### config.mk
export PLATFORM = sky130hd
export DESIGN_NAME = rca_accumulator_8bit
export DESIGN_NICKNAME = d
export VERILOG_FILES = /design/src/rtl/rca_accumulator_8bit_pkg.sv /design/src/rtl/rca_accumulator_8bit_adder.sv /design/src/rtl/rca_accumulator_8bit.sv
export SDC_FILE = /design/constraint.sdc
export NUM_CORES = 1
export LEC_CHECK = 0
export CORE_MARGIN = 1
export CORE_UTILIZATION = 30
export CTS_CLUSTER_SIZE = 14
export DETAILED_ROUTE_END_ITERATION = 8
export PLACE_DENSITY = 0.52
export SYNTH_ARGS = -nofsm -noshare
export SYNTH_HDL_FRONTEND = slang
export SYNTH_HIERARCHICAL = 1
export SYNTH_SLANG_ARGS = --single-unit
### constraint.sdc
create_clock -name clk -period 13 [get_ports clk]
set_input_delay 1.3 -clock clk [delete_from_list [all_inputs] [get_ports clk]]
set_output_delay 1.3 -clock clk [all_outputs]
set_load 0.01 [all_outputs]
### src/rtl/rca_accumulator_8bit_pkg.sv
// Shared definitions for the carry-counting accumulator: state encoding,
// datapath width and the high-word sizing rule.
package rca_accumulator_8bit_pkg;

  localparam int DATA_W = 8;

  typedef enum logic [1:0] {
    ST_IDLE  = 2'd0,
    ST_ACCUM = 2'd1,
    ST_DONE  = 2'd2
  } state_t;

  // True when a HI_W-bit carry count can hold the largest possible burst total.
  function automatic bit hi_width_ok(input int n_ops, input int hi_w);
    longint cap;
    longint worst;
    cap   = (longint'(1) << hi_w) * longint'(256);
    worst = longint'(n_ops) * longint'(255);
    return (cap > worst);
  endfunction

endpackage

### src/rtl/rca_accumulator_8bit_adder.sv
// The team's 8-bit ripple-carry adder: Sum/cout = A + B + cin, one full-adder
// cell per bit with the carry rippling from bit 0 upward.
module rca_accumulator_8bit_adder
  import rca_accumulator_8bit_pkg::*;
(
  input  logic [DATA_W-1:0] A,
  input  logic [DATA_W-1:0] B,
  input  logic              cin,
  output logic [DATA_W-1:0] Sum,
  output logic              cout
);

  logic carry_s;

  // Full-adder chain; carry_s walks the bits so no vector feeds back on itself.
  always_comb begin
    carry_s = cin;
    Sum     = '0;
    for (int i = 0; i < DATA_W; i++) begin
      Sum[i]  = A[i] ^ B[i] ^ carry_s;
      carry_s = (A[i] & B[i]) | (carry_s & (A[i] ^ B[i]));
    end
    cout = carry_s;
  end

endmodule

### src/rtl/rca_accumulator_8bit.sv
// Multi-operand accumulator: sums a burst of bytes through the ripple-carry
// adder, counting carry-outs into a high word, and hands the total downstream.
module rca_accumulator_8bit
  import rca_accumulator_8bit_pkg::*;
#(
  parameter int N_OPS = 4,
  parameter int HI_W  = 2,
  parameter int CNT_W = 8
) (
  input  logic              clk,
  input  logic              rst_n,
  input  logic              clr,
  input  logic              in_valid,
  output logic              in_ready,
  input  logic [DATA_W-1:0] in_data,
  input  logic              in_last,
  output logic              out_valid,
  input  logic              out_ready,
  output logic [DATA_W-1:0] out_sum,
  output logic [HI_W-1:0]   out_hi,
  output logic [CNT_W-1:0]  out_cnt
);

  if (N_OPS < 1 || N_OPS > 255) begin : g_bad_n_ops
    $error("rca_accumulator_8bit: N_OPS must be in 1..255");
  end
  if (!hi_width_ok(N_OPS, HI_W)) begin : g_bad_hi_w
    $error("rca_accumulator_8bit: HI_W too narrow for N_OPS*255");
  end

  state_t             state_r;
  state_t             state_s;
  logic [DATA_W-1:0]  acc_r;
  logic [HI_W-1:0]    hi_r;
  logic [CNT_W-1:0]   cnt_r;
  logic               in_ready_r;
  logic               out_valid_r;

  logic               accept_s;
  logic [DATA_W-1:0]  a_s;
  logic [HI_W-1:0]    hi_base_s;
  logic [CNT_W-1:0]   cnt_base_s;
  logic [DATA_W-1:0]  sum_s;
  logic               cout_s;
  logic [HI_W-1:0]    hi_next_s;
  logic [CNT_W-1:0]   cnt_next_s;

  // clr masks the handshake combinationally so an operand offered with it is dropped.
  assign in_ready  = in_ready_r & ~clr;
  assign accept_s  = in_valid & in_ready;
  assign out_valid = out_valid_r;
  assign out_sum   = acc_r;
  assign out_hi    = hi_r;
  assign out_cnt   = cnt_r;

  rca_accumulator_8bit_adder u_adder (
    .A    (a_s),
    .B    (in_data),
    .cin  (1'b0),
    .Sum  (sum_s),
    .cout (cout_s)
  );

  assign hi_next_s  = hi_base_s + HI_W'(cout_s);
  assign cnt_next_s = cnt_base_s + CNT_W'(1);

  // Next-state and adder operand selection; IDLE starts a fresh total from zero.
  always_comb begin
    state_s    = state_r;
    a_s        = acc_r;
    hi_base_s  = hi_r;
    cnt_base_s = cnt_r;
    case (state_r)
      ST_IDLE: begin
        a_s        = '0;
        hi_base_s  = '0;
        cnt_base_s = '0;
        if (accept_s) begin
          if (N_OPS == 1 || in_last) begin
            state_s = ST_DONE;
          end else begin
            state_s = ST_ACCUM;
          end
        end else begin
          state_s = ST_IDLE;
        end
      end
      ST_ACCUM: begin
        if (accept_s && (cnt_next_s == CNT_W'(N_OPS) || in_last)) begin
          state_s = ST_DONE;
        end else begin
          state_s = ST_ACCUM;
        end
      end
      ST_DONE: begin
        if (out_ready) begin
          state_s = ST_IDLE;
        end else begin
          state_s = ST_DONE;
        end
      end
      default: begin
        state_s = ST_IDLE;
      end
    endcase
  end

  // State, datapath registers and registered handshake flags.
  always_ff @(posedge clk or negedge rst_n) begin
    if (!rst_n) begin
      state_r     <= ST_IDLE;
      acc_r       <= '0;
      hi_r        <= '0;
      cnt_r       <= '0;
      in_ready_r  <= 1'b0;
      out_valid_r <= 1'b0;
    end else if (clr) begin
      state_r     <= ST_IDLE;
      acc_r       <= '0;
      hi_r        <= '0;
      cnt_r       <= '0;
      in_ready_r  <= 1'b1;
      out_valid_r <= 1'b0;
    end else begin
      state_r     <= state_s;
      in_ready_r  <= (state_s != ST_DONE);
      out_valid_r <= (state_s == ST_DONE);
      if (accept_s) begin
        acc_r <= sum_s;
        hi_r  <= hi_next_s;
        cnt_r <= cnt_next_s;
      end
    end
  end

endmodule

==> impl_results.md <==
- Slowest Stage Delay on Critical Path: approximately 0.42 ns
- Row cnt: 24
- Pwr dens: roughly 83 nW/um^2
- Final period util: between 30% and 40%
- Dominant cells by area after synthesis: dfrtp_1 (38%), fa_1 (11%), nand2_1 (6.0%)
- CP Launch Type: primary input
- CTS tree: done
- Clk sinks: 22
- Area Growth Syn to Fin: 27.27%
- Synth warn: 6
- Fraction of registers with async set/reset: 100.0%
- Top cell type's share of synthesized area: 38.46%
- Status: completed
- Root Driver: clkbuf_8
- Clk_lat worst skew: 0.26 ns
- First-pass GRT wire length: 5.395 mm
- Fraction of layout instances using a drive strength above 1: between 6 and 7%
- Fin nets: a little over 200
- CP Data Arrival Time: 5.20 ns
- Clock skew: 0.002293 ns
- Final slew viol count: 0
- Core ar.: between 4000 and 5000 um^2
- Cells after synthesis: 150
- CTS Hold Bufs: 0
- Initial antenna violation count: 0
- Count of cell types in the netlist: 38
- WP data required: between 10 and 15 ns
- Vias in the first global route: 1120
- Slew @ Worst Pin: about 1.1 ns
- Clock Tree Buf Depth: 2
- Number of remaining DRC errors: 0
- Crit Path Max Fanout: 2
- Hold Violations, Final: 0
- Yosys top cell by area: dfrtp_1
- Setup crit end kind: flop
- DP Worst Slack: 7.681 ns
- Synthesized area per cell: around 9.5 um^2
- Ys flop type: dfrtp_1
- Crit path time final: around 5.0 ns
- WHS: between 0.5 and 0.6 ns
- Setup violations, final: 0
- Sequential area share after synthesis: between 30 and 40%
- ANT nets after route: 0
- Post-CTS setup buffers: 0
- Post-route setup slack: about 8 ns
- IO buf count: 33
- Crit path top cell by count: fa_1
- Fmax: roughly 0.2 GHz
- GPL Wtd Cong: 0.6894
- Max-cap violations: 0
- I/O pins: 34
- N_diodes: 0
- DR pass1 iterations: 4
- Via density: 5.126
- Reg clk slew, reported paths: roughly 0.080 ns
- Slew Limit Headroom: 29.77%
- CP max stage cell: clkdlybuf4s50_1
- Hold Path Class: flop to flop
- Syn Nets: approximately 170
- Post-detail-place hpwl: roughly 2.3 mm
- Synth Cell Area: ~1400 um^2
- Number of synthesized register bits: 22
- Setup CP Type: primary input to flop
- Final WL: about 3.3 mm
- Leak Pwr: between 0.7 and 0.8 nW
- GRT Overall Usage: 13.86%
- Via count: between 1000 and 1500
- GRT overflow: 0
- Die Y: 71.08 um
- Setup TNS: 0 ns
- Starting Density: 31.99%
- Largest net degree at the start of global routing: 23
- Critical Path, Cell by Cell: clkdlybuf4s50_1 -> fa_1 -> inv_1 -> fa_1 -> inv_1 -> fa_1 -> fa_1 -> fa_1 -> fa_1 -> fa_1 -> inv_1 -> fa_1 -> inv_1 -> ha_1 -> o21ba_2 -> o21ai_0 -> a21oi_1
- Die X-Extent: about 71 um
- Avg WL per Cell: roughly 14 um
- CTS H-tree depth: 1
- VDD IR-drop max: 29.00 uV
- EDFF count, synth: 0
- TritonCTS Buffers: 3
- # resized after CTS: 0
- Drt first-iter violations: 60
- RSZ-0062 raised after global routing: no
- Total Die Area: 5052 um^2
==> registers in the layout, summed over array words and instances (netlist names) <==
register,flops
state_r,2
out_hi,2
out_sum,8
in_ready_r,1
out_valid,1
out_cnt,8
==> critical path, delay by kind of cell <==
kind / cells / cell delay (ns)
compound gates: 3 / 0.44
buf+inv: 5 / 0.67
fa+ha+maj: 9 / 2.81
==> kinds of logic (layout without fill, tap and decap cells) <==
logic type	after synthesis	in the layout	synth area share, %
simple gates	60	60	23.52
compound gates	35	35	16.52
flops	22	22	38.46
buf+inv	20	48	7.080
fa+ha+maj	10	10	12.94
xor+xnor	2	2	1.224
other cells	1	1	0.2620
==> cells in the mapped netlist (all sizes together) (3+ instances only) <==
cell    n
nand2  23
dfrtp  22
a21oi  12
nor2b  12
inv    11
fa      8
o21ai   8
buf     7
nand3   6
nor2    6
nor4    3
==> per-layer routing <==
layer	track usage, %	wire length, um	up-vias
li1	-	-	564
met4	4.667	38	0
met1	19.55	1568	590
met2	22.01	1577	23
met3	1.852	99	2
met5	0	0	-
==> report_power, final <==
part	switching (mW)	internal, mW	total (mW)
logic	0.0141	0.0132	0.0273
clock network	0.0228	0.0270	0.0498
registers	0.00290	0.0710	0.0739
==> placed cells by master (no fill, tap or decap), drive strengths merged, types with 3 or more instances in the layout <==
master          n
nor4            3
clkdlybuf4s50  33
inv            11
fa              8
nor2            6
nand2          23
nor2b          12
o21ai           8
clkbuf          4
nand3           6
dfrtp          22
a21oi          12
==> metrics by stage <==
stage / area (um^2) / total power, mW / std cells / utilization [%]
finish: 1822 / 0.1510 / 230 / 40.72
global route: 1822 / 0.1597 / 230 / 40.72
CTS: 1822 / 0.1540 / 230 / 40.72
detailed placement: 1767 / 0.1032 / 226 / 39.49
global placement: 1767 / 0.1028 / 226 / 39.49
floorplan: 1431 / 0.08918 / 150 / -
==> final cells by class <==
| cell class | instances | area [um^2] |
|---|---|---|
| Clock buffer | 4 | 55.05 |
| Fill cell | 438 | 2653 |
| Inverter | 11 | 41.29 |
| Multi-Input combinational cell | 108 | 779.5 |
| Sequential cell | 22 | 550.5 |
| Tap cell | 52 | 65.06 |
| Timing Repair Buffer | 33 | 330.3 |
==> worst paths after layout <==
check                           startpoint         end  slack [ns]  cells past startpoint
worst max-delay path            in_data[0]   out_hi[1]        7.97                     17
worst min-delay path            out_sum[0]  out_sum[0]        0.55                      2
worst max register to register  state_r[1]   out_hi[1]        8.37                     18
worst min register to register  out_sum[0]  out_sum[0]        0.55                      2
max in group asynchronous            rst_n  out_sum[0]       10.76                      1
min in group asynchronous            rst_n   out_valid        1.61                      1
(Power assumes the default switching activity.)
